`config.mk`:
```
export PLATFORM = sky130hd
export DESIGN_NAME = clk_lock_supervisor_flat
export DESIGN_NICKNAME = d
export VERILOG_FILES = /design/src/rtl/clk_mgmt_pkg.sv /design/src/rtl/clk_lock_supervisor_if.sv /design/src/rtl/sync_2ff.sv /design/src/rtl/clk_lock_supervisor.sv /design/src/flat_wrapper.sv
export SDC_FILE = /design/constraint.sdc
export NUM_CORES = 1
export LEC_CHECK = 0
export BUFFER_PORTS_ARGS = -buffer_cell sky130_fd_sc_hd__buf_2
export CAP_MARGIN = 40
export CORE_MARGIN = 5
export CORE_UTILIZATION = 40
export CTS_BUF_LIST = sky130_fd_sc_hd__clkbuf_8
export CTS_CLUSTER_SIZE = 8
export DETAILED_ROUTE_END_ITERATION = 10
export MAX_ROUTING_LAYER = met4
export PLACE_DENSITY = 0.71
export SLEW_MARGIN = 30
export SYNTH_ARGS = -nofsm -noshare
export SYNTH_HDL_FRONTEND = slang
export SYNTH_SLANG_ARGS = --single-unit
```
`constraint.sdc`:
```
create_clock -name clk_in -period 2.3 [get_ports clk_in]
set_clock_uncertainty 0.05 [all_clocks]
set_input_delay 0.23 -clock clk_in [delete_from_list [all_inputs] [get_ports clk_in]]
set_output_delay 0.23 -clock clk_in [all_outputs]
set_load 0.02 [all_outputs]
```
`src/rtl/clk_mgmt_pkg.sv`:
```
// Shared clock-management types and default timing constants for the MMCM
// lock supervisor and the clk_mgmt_eth users.
package clk_mgmt_pkg;

    typedef enum logic [2:0] {
        RST_MMCM,
        WAIT_LOCK,
        STABLE,
        READY,
        FAILED
    } sup_st_t;

    localparam int unsigned DEF_RST_CYCLES    = 16;
    localparam int unsigned DEF_LOCK_TIMEOUT  = 100000;
    localparam int unsigned DEF_STABLE_CYCLES = 1024;
    localparam int unsigned DEF_MAX_RETRIES   = 4;
    localparam int unsigned DEF_CNT_W         = 8;

    function automatic int unsigned max3(input int unsigned a,
                                         input int unsigned b,
                                         input int unsigned c);
        int unsigned m;
        m = (a > b) ? a : b;
        return (m > c) ? m : c;
    endfunction

endpackage

```
`src/rtl/clk_lock_supervisor_if.sv`:
```
// MMCM lock handshake and downstream reset/status bundle. The supervisor is the
// master; the MMCM wrapper and reset consumers sit on the slave side.
interface clk_lock_supervisor_if
    import clk_mgmt_pkg::*;
#(
    parameter int unsigned CNT_W = DEF_CNT_W
);
    logic             mmcm_rst_o;
    logic             mmcm_locked_i;
    logic             restart_i;
    logic             sys_rst_o;
    logic             ready_o;
    logic             fail_o;
    logic [CNT_W-1:0] lock_loss_cnt_o;

    modport master (
        input  mmcm_locked_i,
        input  restart_i,
        output mmcm_rst_o,
        output sys_rst_o,
        output ready_o,
        output fail_o,
        output lock_loss_cnt_o
    );

    modport slave (
        output mmcm_locked_i,
        output restart_i,
        input  mmcm_rst_o,
        input  sys_rst_o,
        input  ready_o,
        input  fail_o,
        input  lock_loss_cnt_o
    );
endinterface

```
`src/rtl/sync_2ff.sv`:
```
// Two-stage synchroniser for a single asynchronous bit; both stages reset to 0.
module sync_2ff (
    input  logic clk,
    input  logic rst,
    input  logic d,
    output logic q
);
    logic meta;

    // NOTE: sequential state uses non-blocking assignments so both stages
    // sample their inputs from before the edge, forming a true 2-flop chain.
    always_ff @(posedge clk or posedge rst) begin
        if (rst) begin
            meta <= 1'b0;
            q    <= 1'b0;
        end else begin
            meta <= d;
            q    <= meta;
        end
    end
endmodule

```
`src/rtl/clk_lock_supervisor.sv`:
```
// Drives the MMCM reset, qualifies its LOCKED output and holds downstream logic
// in reset until lock has been stable; re-resets the MMCM on lock loss.
module clk_lock_supervisor
    import clk_mgmt_pkg::*;
#(
    parameter int unsigned RST_CYCLES    = DEF_RST_CYCLES,
    parameter int unsigned LOCK_TIMEOUT  = DEF_LOCK_TIMEOUT,
    parameter int unsigned STABLE_CYCLES = DEF_STABLE_CYCLES,
    parameter int unsigned MAX_RETRIES   = DEF_MAX_RETRIES,
    parameter int unsigned CNT_W         = DEF_CNT_W
) (
    input  logic                  clk_in,
    input  logic                  rst_in,
    clk_lock_supervisor_if.master sup
);
    localparam int unsigned TMR_MAX = max3(RST_CYCLES, LOCK_TIMEOUT, STABLE_CYCLES);
    localparam int unsigned TMR_W   = $clog2(TMR_MAX + 1);
    localparam int unsigned RTY_W   = $clog2(MAX_RETRIES + 1);

    localparam logic [TMR_W-1:0] RST_LAST    = TMR_W'(RST_CYCLES - 1);
    localparam logic [TMR_W-1:0] TO_LAST     = TMR_W'(LOCK_TIMEOUT - 1);
    localparam logic [TMR_W-1:0] STABLE_LAST = TMR_W'(STABLE_CYCLES - 1);
    localparam logic [RTY_W-1:0] RTY_LIMIT   = RTY_W'(MAX_RETRIES);

    sup_st_t          state, state_n;
    logic [TMR_W-1:0] timer, timer_n;
    logic [RTY_W-1:0] retry, retry_n;
    logic [CNT_W-1:0] loss_cnt;
    logic             locked_s;
    logic             loss_inc;
    logic             mmcm_rst_q, sys_rst_q, ready_q, fail_q;

    sync_2ff u_lock_sync (
        .clk (clk_in),
        .rst (rst_in),
        .d   (sup.mmcm_locked_i),
        .q   (locked_s)
    );

    // NOTE: every variable written here gets a default first so no path leaves
    // it unassigned, which would otherwise infer a latch.
    always_comb begin
        state_n = state;
        timer_n = timer + 1'b1;
        retry_n = retry;

        unique case (state)
            RST_MMCM: begin
                if (timer == RST_LAST) state_n = WAIT_LOCK;
            end
            WAIT_LOCK: begin
                if (locked_s) begin
                    state_n = STABLE;
                end else if (timer == TO_LAST) begin
                    retry_n = retry + 1'b1;
                    state_n = (retry_n == RTY_LIMIT) ? FAILED : RST_MMCM;
                end
            end
            STABLE: begin
                // A dropout here only restarts qualification; it is not a retry.
                if (!locked_s) begin
                    state_n = WAIT_LOCK;
                end else if (timer == STABLE_LAST) begin
                    state_n = READY;
                    retry_n = '0;
                end
            end
            READY: begin
                timer_n = '0;
                if (!locked_s) state_n = RST_MMCM;
            end
            FAILED: begin
                timer_n = '0;
                if (sup.restart_i) begin
                    state_n = RST_MMCM;
                    retry_n = '0;
                end
            end
            default: begin
                state_n = RST_MMCM;
            end
        endcase

        if (state_n != state) timer_n = '0;
    end

    assign loss_inc = (state == READY) && !locked_s;

    always_ff @(posedge clk_in or posedge rst_in) begin
        if (rst_in) begin
            state <= RST_MMCM;
            timer <= '0;
            retry <= '0;
        end else begin
            state <= state_n;
            timer <= timer_n;
            retry <= retry_n;
        end
    end

    // Outputs are decoded from the next state so they change on the same edge
    // as the state; sys_rst_o therefore only falls on the edge entering READY.
    always_ff @(posedge clk_in or posedge rst_in) begin
        if (rst_in) begin
            mmcm_rst_q <= 1'b1;
            sys_rst_q  <= 1'b1;
            ready_q    <= 1'b0;
            fail_q     <= 1'b0;
        end else begin
            mmcm_rst_q <= (state_n == RST_MMCM) || (state_n == FAILED);
            sys_rst_q  <= (state_n != READY);
            ready_q    <= (state_n == READY);
            fail_q     <= (state_n == FAILED);
        end
    end

    always_ff @(posedge clk_in or posedge rst_in) begin
        if (rst_in) begin
            loss_cnt <= '0;
        end else if (loss_inc && !(&loss_cnt)) begin
            loss_cnt <= loss_cnt + 1'b1;
        end
    end

    assign sup.mmcm_rst_o      = mmcm_rst_q;
    assign sup.sys_rst_o       = sys_rst_q;
    assign sup.ready_o         = ready_q;
    assign sup.fail_o          = fail_q;
    assign sup.lock_loss_cnt_o = loss_cnt;
endmodule

```
`src/flat_wrapper.sv`:
```
// flat-port wrapper written by rule: the top's interface ports become plain ports
module clk_lock_supervisor_flat import clk_mgmt_pkg::*;
#(
    parameter int unsigned RST_CYCLES    = DEF_RST_CYCLES,
    parameter int unsigned LOCK_TIMEOUT  = DEF_LOCK_TIMEOUT,
    parameter int unsigned STABLE_CYCLES = DEF_STABLE_CYCLES,
    parameter int unsigned MAX_RETRIES   = DEF_MAX_RETRIES,
    parameter int unsigned CNT_W         = DEF_CNT_W
)
  (clk_in, rst_in, sup_mmcm_locked_i, sup_restart_i, sup_mmcm_rst_o, sup_sys_rst_o, sup_ready_o, sup_fail_o, sup_lock_loss_cnt_o);
  clk_lock_supervisor_if #(.CNT_W(CNT_W)) sup_i ();
  input  logic clk_in;
  input  logic rst_in;
  input wire logic [$bits(sup_i.mmcm_locked_i)-1:0] sup_mmcm_locked_i;
  input wire logic [$bits(sup_i.restart_i)-1:0] sup_restart_i;
  output wire logic [$bits(sup_i.mmcm_rst_o)-1:0] sup_mmcm_rst_o;
  output wire logic [$bits(sup_i.sys_rst_o)-1:0] sup_sys_rst_o;
  output wire logic [$bits(sup_i.ready_o)-1:0] sup_ready_o;
  output wire logic [$bits(sup_i.fail_o)-1:0] sup_fail_o;
  output wire logic [$bits(sup_i.lock_loss_cnt_o)-1:0] sup_lock_loss_cnt_o;
  assign sup_i.mmcm_locked_i = sup_mmcm_locked_i;
  assign sup_i.restart_i = sup_restart_i;
  assign sup_mmcm_rst_o = sup_i.mmcm_rst_o;
  assign sup_sys_rst_o = sup_i.sys_rst_o;
  assign sup_ready_o = sup_i.ready_o;
  assign sup_fail_o = sup_i.fail_o;
  assign sup_lock_loss_cnt_o = sup_i.lock_loss_cnt_o;
  clk_lock_supervisor #(.RST_CYCLES(RST_CYCLES), .LOCK_TIMEOUT(LOCK_TIMEOUT), .STABLE_CYCLES(STABLE_CYCLES), .MAX_RETRIES(MAX_RETRIES), .CNT_W(CNT_W)) u_core (.clk_in(clk_in), .rst_in(rst_in), .sup(sup_i));
endmodule
```
---- Word level (Yosys, flattened, before mapping) ----
Cells that the tools add are included.
storage, ports and cells
  bits in registers ....................... 37
  output and inout port bits .............. 12
cells by class
  add/subtract/negate cells ............... 3
  equality and inequality tests ........... 17
  mux-type cells .......................... 17
  reductions and logical operators ........ 11
operators by type and width
  kind                                                                     number
  3-bit 2-to-1 mux                                                         13
  17-bit 2-to-1 mux                                                        2
  17-bit by 1-bit adder with 17-bit output, second input constant          1
  17-bit by 10-bit equality test with 1-bit output, second input constant  1
  17-bit equality test, second input constant                              1
  17-bit by 4-bit equality test with 1-bit output, second input constant   1
  3-bit one-hot mux with 5 select lines                                    1
  3-bit by 2-bit equality test with 1-bit output, second input constant    3
  3-bit equality test, second input constant                               3
  3-bit one-hot mux with 3 select lines                                    1
  8-bit by 1-bit adder with 8-bit output, second input constant            1
  8-bit AND reduction                                                      1
  3-bit zero test                                                          2
  2-bit inequality test, second input constant                             3
  6-bit AND reduction                                                      1
  2-bit by 1-bit inequality test with 1-bit output, second input constant  2
  3-bit by 1-bit adder with 3-bit output, second input constant            1
  3-bit by 1-bit equality test with 1-bit output, second input constant    1
  3-bit by 2-bit inequality test with 1-bit output, second input constant  1
  3-bit inequality test                                                    1
  3-bit nonzero test                                                       1
  1-bit logical AND                                                        2
  1-bit zero test                                                          2
  2-bit OR reduction                                                       1
  1-bit logical OR                                                         1

---- Depth between registers and ports, before layout ----
Gate-level depths: netlist of the first run.
  depth after elaboration ................. 8
  gate-level depth with buffers ........... 7

---- Hierarchy ----
From an unflattened synthesis of the first run, not the netlist that was laid out.
unflattened totals
  cells, all modules ...................... 169
  area total of the unflattened synthesis .. 1790.5 µm²
modules (own cells, without submodules)
  module               times used  cells an instance  area an instance (µm²)
  clk_lock_supervisor  1           166                1736.7
  sync_2ff             1           3                  53.8

---- Worst setup path after synthesis of the first run ----
OpenSTA, ideal clock, no wires.
  path kind ............................... reg2reg
  start point ............................. reg u_core.timer[11]
  end point ............................... reg u_core.timer[9]
  setup time .............................. 0.140 ns
  arrival ................................. 2.039 ns
  data required time ...................... 2.110 ns
  path slack .............................. 0.071 ns
  cell stages (with the launch flop) ...... 7
  buffers on the path ..................... 1
  cells stage by stage .................... dfrtp_1 or4_1 or4_4 o32ai_4 or3_2 buf_6 a211oi_1
between the ends
  cells in the longest elaborated chain, start to end .. 6
  elaborated cells on any way between the ends .. 11
ends and longest elaborated chain
  element                                                                                          RTL line                                              source
  start, declared                                                                                  clk_lock_supervisor.sv:26                             logic [TMR_W-1:0] timer, timer_n;
  start signal, assigned                                                                           clk_lock_supervisor.sv:96                             timer <= timer_n;
  17-bit by 10-bit equality test with 1-bit output / 17-bit equality test (equally long branches)  clk_lock_supervisor.sv:63, clk_lock_supervisor.sv:54
  3-bit 2-to-1 mux, on equally long branches                                                       clk_lock_supervisor.sv:63, clk_lock_supervisor.sv:54
  3-bit 2-to-1 mux, on equally long branches                                                       clk_lock_supervisor.sv:61, clk_lock_supervisor.sv:52
  3-bit one-hot mux with 5 select lines *                                                          clk_lock_supervisor.sv:47                             unique case (state)
  3-bit inequality test *                                                                          clk_lock_supervisor.sv:84                             if (state_n != state) timer_n = '0;
  17-bit 2-to-1 mux *                                                                              clk_lock_supervisor.sv:84
  named net u_core.timer_n[9]                                                                      clk_lock_supervisor.sv:26
Mark *: on every way through the listed nets, which the timed path passes. The rest lies on a longest branch.
A chain may end at the register's enable or synchronous reset.

---- Final worst setup path of the first run ----
  start point ............................. reg u_core.timer[11]
  end point ............................... reg u_core.timer[5]
Same word-level chain as after synthesis.

==> results of run 1 <==
-- what timing repair did --
action / 4_1_cts / 5_1_grt
hold buffers: 2 / 0
endpoints found under the setup margin: 0 / 15
gates resized for setup: 0 / 5
endpoints found under the hold margin: 22 / 0
-- cell type report --
| type | instances | area (µm²) | area share, % |
|---|---|---|---|
| tap | 67 | 83.8 | 3.53 |
| inverter | 7 | 26.3 | 1.11 |
| sequential | 37 | 928 | 39.1 |
| multi-input combinational | 133 | 985 | 41.5 |
| clock inverter | 2 | 33.8 | 1.42 |
| clock buffer | 6 | 82.6 | 3.48 |
| timing repair buffer | 34 | 235 | 9.91 |
-- sequential cells by signal (all words and copies together), names as in the netlist --
signal                      count
u_core.retry                    3
u_core.state                    3
u_core.sup.fail_o               1
u_core.sup.lock_loss_cnt_o      8
u_core.sup.mmcm_rst_o           1
u_core.sup.ready_o              1
u_core.sup.sys_rst_o            1
u_core.timer                   17
u_core.u_lock_sync.meta         1
u_core.u_lock_sync.q            1
-- where the power goes --
part | switching (mW) | leakage (nW) | internal [mW]
clock network | 0.235 | 0.0626 | 0.349
registers | 0.0987 | 0.491 | 0.737
logic | 0.316 | 0.579 | 0.248
-- how the worst max path moves through the flow --
stage | startpoint | to | slack, ns | cells after the start
after floorplan | u_core.timer[11] | u_core.timer[9] | 0.07 | 6
after global placement | u_core.timer[11] | u_core.timer[3] | 0.05 | 5
after detailed placement | u_core.timer[11] | u_core.timer[9] | 0.03 | 5
after CTS | u_core.timer[11] | u_core.timer[9] | 0.02 | 5
after global routing | u_core.timer[11] | u_core.retry[1] | -0.03 | 6
final | u_core.timer[11] | u_core.timer[5] | 0.11 | 5
-- cell families after synthesis --
| family | after synthesis | synth area share (%) |
|---|---|---|
| xor gates and xnor gates | 23 | 10.4 |
| AOI/OAI and AO/OA | 27 | 12.0 |
| DFF | 37 | 47.8 |
| muxes | 3 | 1.61 |
| buffers and inverters | 11 | 2.51 |
| adders and majority gates | 4 | 2.58 |
| and+or+nand+nor | 76 | 23.1 |
-- per-layer routing --
metal  part of all wire (%)  up-vias  GRT usage [%]  routed length (µm)
met5                      0        -              -                   0
met3                    3.3        8           4.06                 129
li1                       -      732              -                   -
met1                     49      735           19.7                1940
met2                     46       28           21.2                1800
met4                    1.9        0           6.19                  73
-- metrics by stage --
stage / hold slack (ns) / setup TNS [ns] / std cells / setup WS (ns) / total power [mW]
after CTS: 0.0975 / 0 / 286 / 0.0232 / 1.98
after global placement: 0.285 / 0 / 276 / 0.0548 / 1.37
after global routing: 0.121 / -0.0260 / 286 / -0.0260 / 2.12
after detailed placement: 0.290 / 0 / 276 / 0.0291 / 1.39
final: 0.104 / 0 / 286 / 0.106 / 1.98
after floorplan: 0.211 / 0 / 181 / 0.0712 / 1.23
-- worst register-to-register path: cells and delay by family, from the launching register on --
kind | cells | cell delay (ns)
AND/OR/NAND/NOR | 3 | 1.24
flip-flops | 1 | 0.38
AO/OA/AOI/OAI | 2 | 0.40
-- placed cells by master (no fill, tap or decap), types with 2 or more instances in the layout --
master / n
a211oi_1: 7
a211oi_2: 2
a21oi_1: 3
and2_1: 3
and3_1: 9
and3_2: 2
and4_1: 4
buf_2: 15
buf_4: 16
clkbuf_8: 6
dfrtp_1: 35
dfstp_2: 2
dlygate4sd3_1: 2
ha_1: 4
inv_1: 8
mux2i_1: 2
nand2_1: 12
nand2b_1: 4
nand3_1: 6
nand3b_1: 2
nand4_1: 8
nor2_1: 14
nor4_1: 4
o211ai_1: 3
o41ai_1: 2
or3_4: 2
or4_4: 2
xnor2_1: 12
xor2_1: 11
==> results_dict.tcl, run 1 <==
set metrics [dict create \
    outcome "completed" \
    placed_area_um2 2220 \
    cts_tree "done" \
    synth_ff_type "dfrtp_1" \
    p_leak_nw 1.13 \
    path_cells "or4_4, or4_4, o32ai_4, or3_4, a211oi_1" \
    crit_buf_inv 0 \
    crit_top_cell "or4_4" \
    grt_pass1_wl_mm 7.13 \
    avgSynthCellArea_um2 10.7 \
    worstSetupPathType "reg2reg" \
    drc 0 \
    path_delay_family "simple AND/OR/NAND/NOR gates" \
    layout_worst_path_cycle_share_pct 95.4 \
    grt_pass1_vias 1525 \
    vias 1503 \
    irDropWorstVdd_v 0.000599 \
    ys_ff_latch 37 \
    min_to "u_core.sup.fail_o" \
    cpPeakStageDelay_ns 0.53 \
    track_usage_pct 14.8 \
    post-route-util_pct 50.3 \
    fmax_ghz 0.456 \
    clock_path_buffers 2 \
    setup_violations 0 \
    synth_edf_count 0 \
    grt_max_degree 38 \
    async_reset_ff_share_pct 100 \
    hold_violations 0 \
    arrival_ns 2.31 \
    ioPinCount 16 \
    drv_cap 0 \
    tightest_slew_ns 0.460 \
    diodes 0 \
    cts_setup_buffers 0 \
    crit_fanout 10 \
    holdCritStartpoint "sup_restart_i" \
    yosys-top-cells-count "dfrtp_1 (35), nor2_1 (14), nand2_1 (12), xnor2_1 (12), xor2_1 (11)" \
    ys_types 42 \
    rows 25 \
    wl_per_cell_um 13.8 \
    dieWidth_um 79.7 \
    rsz0062_at_grt "true" \
    reg2reg_depth 5 \
    cts-root-buf "clkbuf_8" \
    yosys-top-cells-area "dfrtp_1 (45%), xnor2_1 (5.4%), xor2_1 (5.0%)" \
    synthDominantCellAreaShare_pct 45.1 \
    final_area_um2 2370 \
    dieArea_um2 6350 \
    synth.most_common_cell "dfrtp_1" \
    clock-sinks 37 \
    slew_headroom_pct 69.3 \
    start_util_pct 41.1 \
    hold_depth 2 \
    r2r_slack_ns 0.11 \
    fill_cells 420 \
    drtAntennaViolNets 0 \
    cp.required_ns 2.42 \
    antenna_found_initial 0 \
    clk_pin_slew_worst_paths_ns 0.08 \
    r2r-start "u_core.timer[11]" \
    overflow 0 \
    routabilityCongestion 0.849 \
    postSynthCellCount 181 \
    p_per_area_nw_per_um2 836 \
    syn_area_um2 1940 \
    ys_warn_count 0 \
    io_buffer_count 15 \
    reg2reg_to "u_core.timer[5]" \
    fin_crit_ns 2.19 \
    firstDrtPassIters 4 \
    critPathSlowestCell "or4_4" \
    end_kind "register" \
    cp-start-kind "register" \
    die_y_um 79.7 \
    drive_gt1_share_pct 26.0 \
    syn_to_final_growth_pct 22.2 \
    yosysSeqAreaShare_pct 47.8 \
    syn_nets 189 \
    clk_latency_ns 0.30 \
    slew_viol_final 0 \
    hold_path.class "in2reg" \
    post-dp-hpwl_mm 2.85 \
    cts_buffers 5 \
    cts-htree-levels 2 \
    synth_area_leader_cell "dfrtp_1" \
    drt_iter0_markers 77 \
    core_area_um2 4720 \
    viasPerCell 5.26 \
    wl_mm 3.94 \
    fin_nets 226 \
]
Note: power is estimated with default switching activity, not from simulation.
==> inputs of run 2 (changes only) <==
--- a/config.mk
+++ b/config.mk
@@ -7,13 +7,15 @@
 export LEC_CHECK = 0
 export BUFFER_PORTS_ARGS = -buffer_cell sky130_fd_sc_hd__buf_2
 export CAP_MARGIN = 40
+export CELL_PAD_IN_SITES_DETAIL_PLACEMENT = 1
+export CELL_PAD_IN_SITES_GLOBAL_PLACEMENT = 1
 export CORE_MARGIN = 5
 export CORE_UTILIZATION = 40
 export CTS_BUF_LIST = sky130_fd_sc_hd__clkbuf_8
 export CTS_CLUSTER_SIZE = 8
 export DETAILED_ROUTE_END_ITERATION = 10
 export MAX_ROUTING_LAYER = met4
-export PLACE_DENSITY = 0.71
+export PLACE_DENSITY = 0.83
 export SLEW_MARGIN = 30
 export SYNTH_ARGS = -nofsm -noshare
 export SYNTH_HDL_FRONTEND = slang
==> results_dict.tcl, run 2 (synthesis results as in run 1) <==
set metrics [dict create \
    largest-register "u_core.timer" \
    clock-sinks 37 \
    dieWidth_um 79.7 \
    fmax_ghz 0.435 \
    start_util_pct 41.1 \
    cp.required_ns 2.41 \
    hold_violations 0 \
    post-dp-hpwl_mm 3.46 \
    fin_crit_ns 2.30 \
    diodes 0 \
    grt_max_degree 38 \
    die_y_um 79.7 \
    grt_pass1_wl_mm 8.37 \
    track_usage_pct 17.6 \
    clk_pin_slew_worst_paths_ns 0.08 \
    layout_commonest_cell "dfrtp_1" \
    cts-root-buf "clkbuf_8" \
    fin_nets 228 \
    setup_violations 1 \
    seqCellArea_um2 928 \
    rows 25 \
    vias 1555 \
    cts-htree-levels 2 \
    worst_slack_ns -0.000297 \
    firstDrtPassIters 4 \
    fill_cells 533 \
    rsz0062_at_grt "true" \
    drt_iter0_markers 91 \
    clk_latency_ns 0.30 \
    routabilityCongestion 0.843 \
    grt_pass1_vias 1748 \
    drtAntennaViolNets 0 \
    io_buffer_count 15 \
    core_area_um2 4720 \
    outcome "finished with violations" \
    clock_path_buffers 2 \
    finalSetupTns_ns -0.000297 \
    ioPinCount 16 \
    placed_area_um2 2220 \
    antenna_found_initial 0 \
    layout_common_cells "dfrtp_1 (35), buf_4 (17), buf_2 (15)" \
    arrival_ns 2.41 \
    drc 0 \
    tightest_slew_ns 0.463 \
    cp-start-kind "register" \
    viasPerCell 5.40 \
    dp.cells 276 \
    overflow 0 \
    cts_tree "done" \
    drive_gt1_share_pct 26.7 \
    hold_slack_ns 0.0960 \
    syn_to_final_growth_pct 23.8 \
    fin_cells 288 \
    violations "setup timing" \
    cts_buffers 5 \
    multi_input_area_um2 990 \
    hold_path.class "in2reg" \
    crit_fanout 5 \
    slew_headroom_pct 69.1 \
    drv_cap 0 \
    final_area_um2 2400 \
    largest_reg_flops 17 \
    slew_viol_final 0 \
    end_kind "register" \
    wl_mm 4.95 \
    p_per_area_nw_per_um2 882 \
    wl_per_cell_um 17.2 \
    irDropWorstVdd_v 0.000532 \
    layout_worst_path_cycle_share_pct 100 \
    p_leak_nw 1.15 \
    dieArea_um2 6350 \
    worstSetupPathType "reg2reg" \
]
==> run 2: metrics by stage <==
stage                     setup WS (ns)  utilization (%)  power, mW
after floorplan                  0.0712                -       1.23
after global placement           0.0441             47.0       1.37
after detailed placement        -0.0516             47.0       1.41
after CTS                        0.0256             50.4       2.11
after global routing            -0.0645             50.9       2.25
final                         -0.000297             50.9       2.12
==> run 2: power breakdown <==
| part | internal, mW | switching, mW | leakage, nW | total, mW |
|---|---|---|---|---|
| Sequential | 0.737 | 0.0976 | 0.491 | 0.835 |
| Clock | 0.431 | 0.244 | 0.0681 | 0.674 |
| Combinational | 0.265 | 0.346 | 0.588 | 0.612 |
==> run 2: critical path, stage by stage (launching register included) <==
cell and delay, ns:
dfrtp_1 0.39, or4_4 0.55, or4_4 0.46, o32ai_4 0.30, buf_4 0.19, or3_4 0.16
a211oi_1 0.08
==> run 2: path summary, 6_finish.rpt <==
kind	cells after the start	startpoint	endpoint	slack, ns
min reg2reg	0	u_core.u_lock_sync.meta	u_core.u_lock_sync.q	0.31
min in group asynchronous	4	rst_in	u_core.sup.lock_loss_cnt_o[5]	0.53
max reg2reg	6	u_core.timer[11]	u_core.timer[0]	-0.0003
min	2	sup_restart_i	u_core.state[2]	0.1
max in group asynchronous	4	rst_in	u_core.sup.mmcm_rst_o	1.32
max	6	u_core.timer[11]	u_core.timer[0]	-0.0003
==> run 2: area by class of cell <==
type | instances | share of cell area [%]
repair buffers | 35 | 10.1
multi-input cells | 134 | 41.2
clock inverters | 3 | 2.71
clock buffers | 5 | 2.86
inverters | 7 | 1.09
flip-flops and latches | 37 | 38.6
well taps | 67 | 3.49
==> run 2: repair_timing <==
item | in CTS | in global routing
gates cloned | 0 | 1
endpoints found under the hold margin | 28 | 0
pin swaps | 1 | 0
gates resized for setup | 3 | 2
buffers inserted | 0 | 1
hold buffers | 2 | 0
endpoints found under the setup margin | 12 | 14
==> run 2: layer usage <==
layer | track usage (%) | share of wire, % | up-vias
li1 | - | - | 737
met1 | 20.0 | 43 | 782
met2 | 30.3 | 53 | 28
met3 | 2.93 | 3.2 | 8
met4 | 8.25 | 1.6 | 0
met5 | - | 0 | -
==> inputs of run 3 (changes only) <==
--- a/config.mk
+++ b/config.mk
@@ -10,12 +10,13 @@
 export CELL_PAD_IN_SITES_DETAIL_PLACEMENT = 1
 export CELL_PAD_IN_SITES_GLOBAL_PLACEMENT = 1
 export CORE_MARGIN = 5
-export CORE_UTILIZATION = 40
+export CORE_UTILIZATION = 44
 export CTS_BUF_LIST = sky130_fd_sc_hd__clkbuf_8
 export CTS_CLUSTER_SIZE = 8
 export DETAILED_ROUTE_END_ITERATION = 10
 export MAX_ROUTING_LAYER = met4
-export PLACE_DENSITY = 0.83
+export PLACE_DENSITY = 0.89
+export REMOVE_ABC_BUFFERS = 1
 export SLEW_MARGIN = 30
 export SYNTH_ARGS = -nofsm -noshare
 export SYNTH_HDL_FRONTEND = slang
==> results_dict.tcl, run 3 (synthesis results as in run 1) <==
set metrics [dict create \
    tightest_slew_ns 0.480 \
    crit_top_cell "or4_4" \
    hold_violations 0 \
    largest_reg_flops 17 \
    fill_cells 492 \
    viasPerCell 5.73 \
    wl_mm 4.98 \
    cts_buffers 5 \
    core_area_um2 4320 \
    clock-sinks 37 \
    clk_latency_ns 0.30 \
    post-route-util_pct 53.6 \
    crit_fanout 4 \
    worstSetupPathType "reg2reg" \
    dp.cells 262 \
    overflow 0 \
    arrival_ns 2.43 \
    drc 0 \
    grt_pass1_wl_mm 8.40 \
    hold_path.class "in2reg" \
    cpPeakStageDelay_ns 0.55 \
    layout_commonest_cell "dfrtp_1" \
    p_switching_uw 653 \
    p_leak_nw 1.13 \
    ioPinCount 16 \
    largest-register "u_core.timer" \
    drive_gt1_share_pct 25.5 \
    power_frac_seq_pct 45.0 \
    clk_pin_slew_worst_paths_ns 0.07 \
    firstDrtPassIters 4 \
    io_buffer_count 15 \
    cts-root-buf "clkbuf_8" \
    fin_crit_ns 2.26 \
    cp.required_ns 2.48 \
    setup_violations 0 \
    vias 1559 \
    wl_per_cell_um 18.3 \
    start_util_pct 44.9 \
    p_int_mw 1.21 \
    track_usage_pct 18.6 \
    rows 24 \
    p_clk_share_pct 25.0 \
    antenna_found_initial 0 \
    irDropWorstVdd_v 0.000431 \
    placed_area_um2 2200 \
    cp-start-kind "register" \
    drt_iter0_markers 49 \
    end_kind "register" \
    syn_to_final_growth_pct 19.4 \
    drtAntennaViolNets 0 \
    seqCellArea_um2 928 \
    path_cells "or4_4, or4_4, o32ai_4, a311oi_1, buf_4, and2_1" \
    slew_viol_final 0 \
    layout_worst_path_cycle_share_pct 98.1 \
    grt_max_degree 38 \
    fmax_ghz 0.443 \
    drv_cap 0 \
    rsz0062_at_grt "true" \
    critPathSlowestCell "or4_4" \
    dieArea_um2 5850 \
    path_delay_family "simple AND/OR/NAND/NOR gates" \
    switching_share_pct 35.0 \
    final_area_um2 2320 \
    fin_nets 227 \
    crit_buf_inv 1 \
    fin_cells 272 \
    cts_tree "done" \
    diodes 0 \
    cts_setup_buffers 0 \
    post-dp-hpwl_mm 3.58 \
    multi_input_area_um2 980 \
    p_per_area_nw_per_um2 804 \
    routabilityCongestion 0.808 \
    cts-htree-levels 2 \
    slew_headroom_pct 68.0 \
    die_y_um 76.5 \
    grt_pass1_vias 1650 \
    dieWidth_um 76.5 \
    clock_path_buffers 2 \
    layout_common_cells "dfrtp_1 (35), buf_4 (18), buf_2 (15)" \
    outcome "completed" \
    combPwrFrac_pct 30.0 \
]
-- run 3: what timing repair did --
| item | in CTS | in global routing |
|---|---|---|
| gates resized for setup | 1 | 2 |
| endpoints found under the setup margin | 12 | 12 |
| hold endpoints to repair | 20 | 0 |
| pin swaps | 1 | 0 |
| gates cloned | 0 | 0 |
| hold buffers | 2 | 0 |
-- run 3: worst reg2reg max path, delay by kind of cell (launching register included) --
| kind | cells | cell delay (ns) |
|---|---|---|
| and+or+nand+nor | 3 | 1.16 |
| AOI/OAI and AO/OA | 2 | 0.41 |
| DFF | 1 | 0.39 |
| buffers and inverters | 1 | 0.19 |
-- run 3: power by group through the flow --
stage	clock network [mW]	logic, mW	registers [mW]
2_1_floorplan	0	0.356	0.838
3_3_place_gp	0	0.524	0.839
3_5_place_dp	0	0.545	0.851
4_1_cts	0.473	0.565	0.839
5_1_grt	0.507	0.619	0.853
6_report	0.466	0.560	0.839
-- run 3: worst paths after layout --
path / startpoint / end / slack (ns) / cells past startpoint
min in group asynchronous: rst_in / u_core.timer[16] / 0.54 / 4
max in group asynchronous: rst_in / u_core.sup.sys_rst_o / 1.31 / 4
min reg2reg: u_core.u_lock_sync.meta / u_core.u_lock_sync.q / 0.30 / 0
min: sup_restart_i / u_core.state[2] / 0.12 / 2
max reg2reg: u_core.timer[11] / u_core.sup.mmcm_rst_o / 0.04 / 6
max: u_core.timer[11] / u_core.sup.mmcm_rst_o / 0.04 / 6
-- run 3: routing by layer --
metal  GRT usage, %  vias to the layer above  part of all wire [%]
met5              -                        -                     0
met1           23.0                      794                    42
met3           3.90                        7                   2.5
met4           5.59                        0                   1.4
met2           30.6                       22                    54
li1               -                      736                     -
-- run 3: metrics by stage --
stage / total power, mW / hold WS [ns] / worst slack (ns) / TNS, ns
floorplan: 1.19 / 0.211 / 0.0842 / 0
global placement: 1.36 / 0.288 / 0.0484 / 0
detailed placement: 1.40 / 0.286 / -0.0356 / -0.243
CTS: 1.88 / 0.106 / 0.0278 / 0
global route: 1.98 / 0.119 / -0.0270 / -0.0695
finish: 1.87 / 0.116 / 0.0444 / 0
-- run 3: layout make-up --
class                      count  share of cell area, %
clock buffer                   6                   3.56
multi-input combinational    133                   42.2
clock inverter                 2                  0.324
tap                           52                   2.80
sequential                    37                   40.0
timing repair buffer          35                   9.92
inverter                       7                   1.13
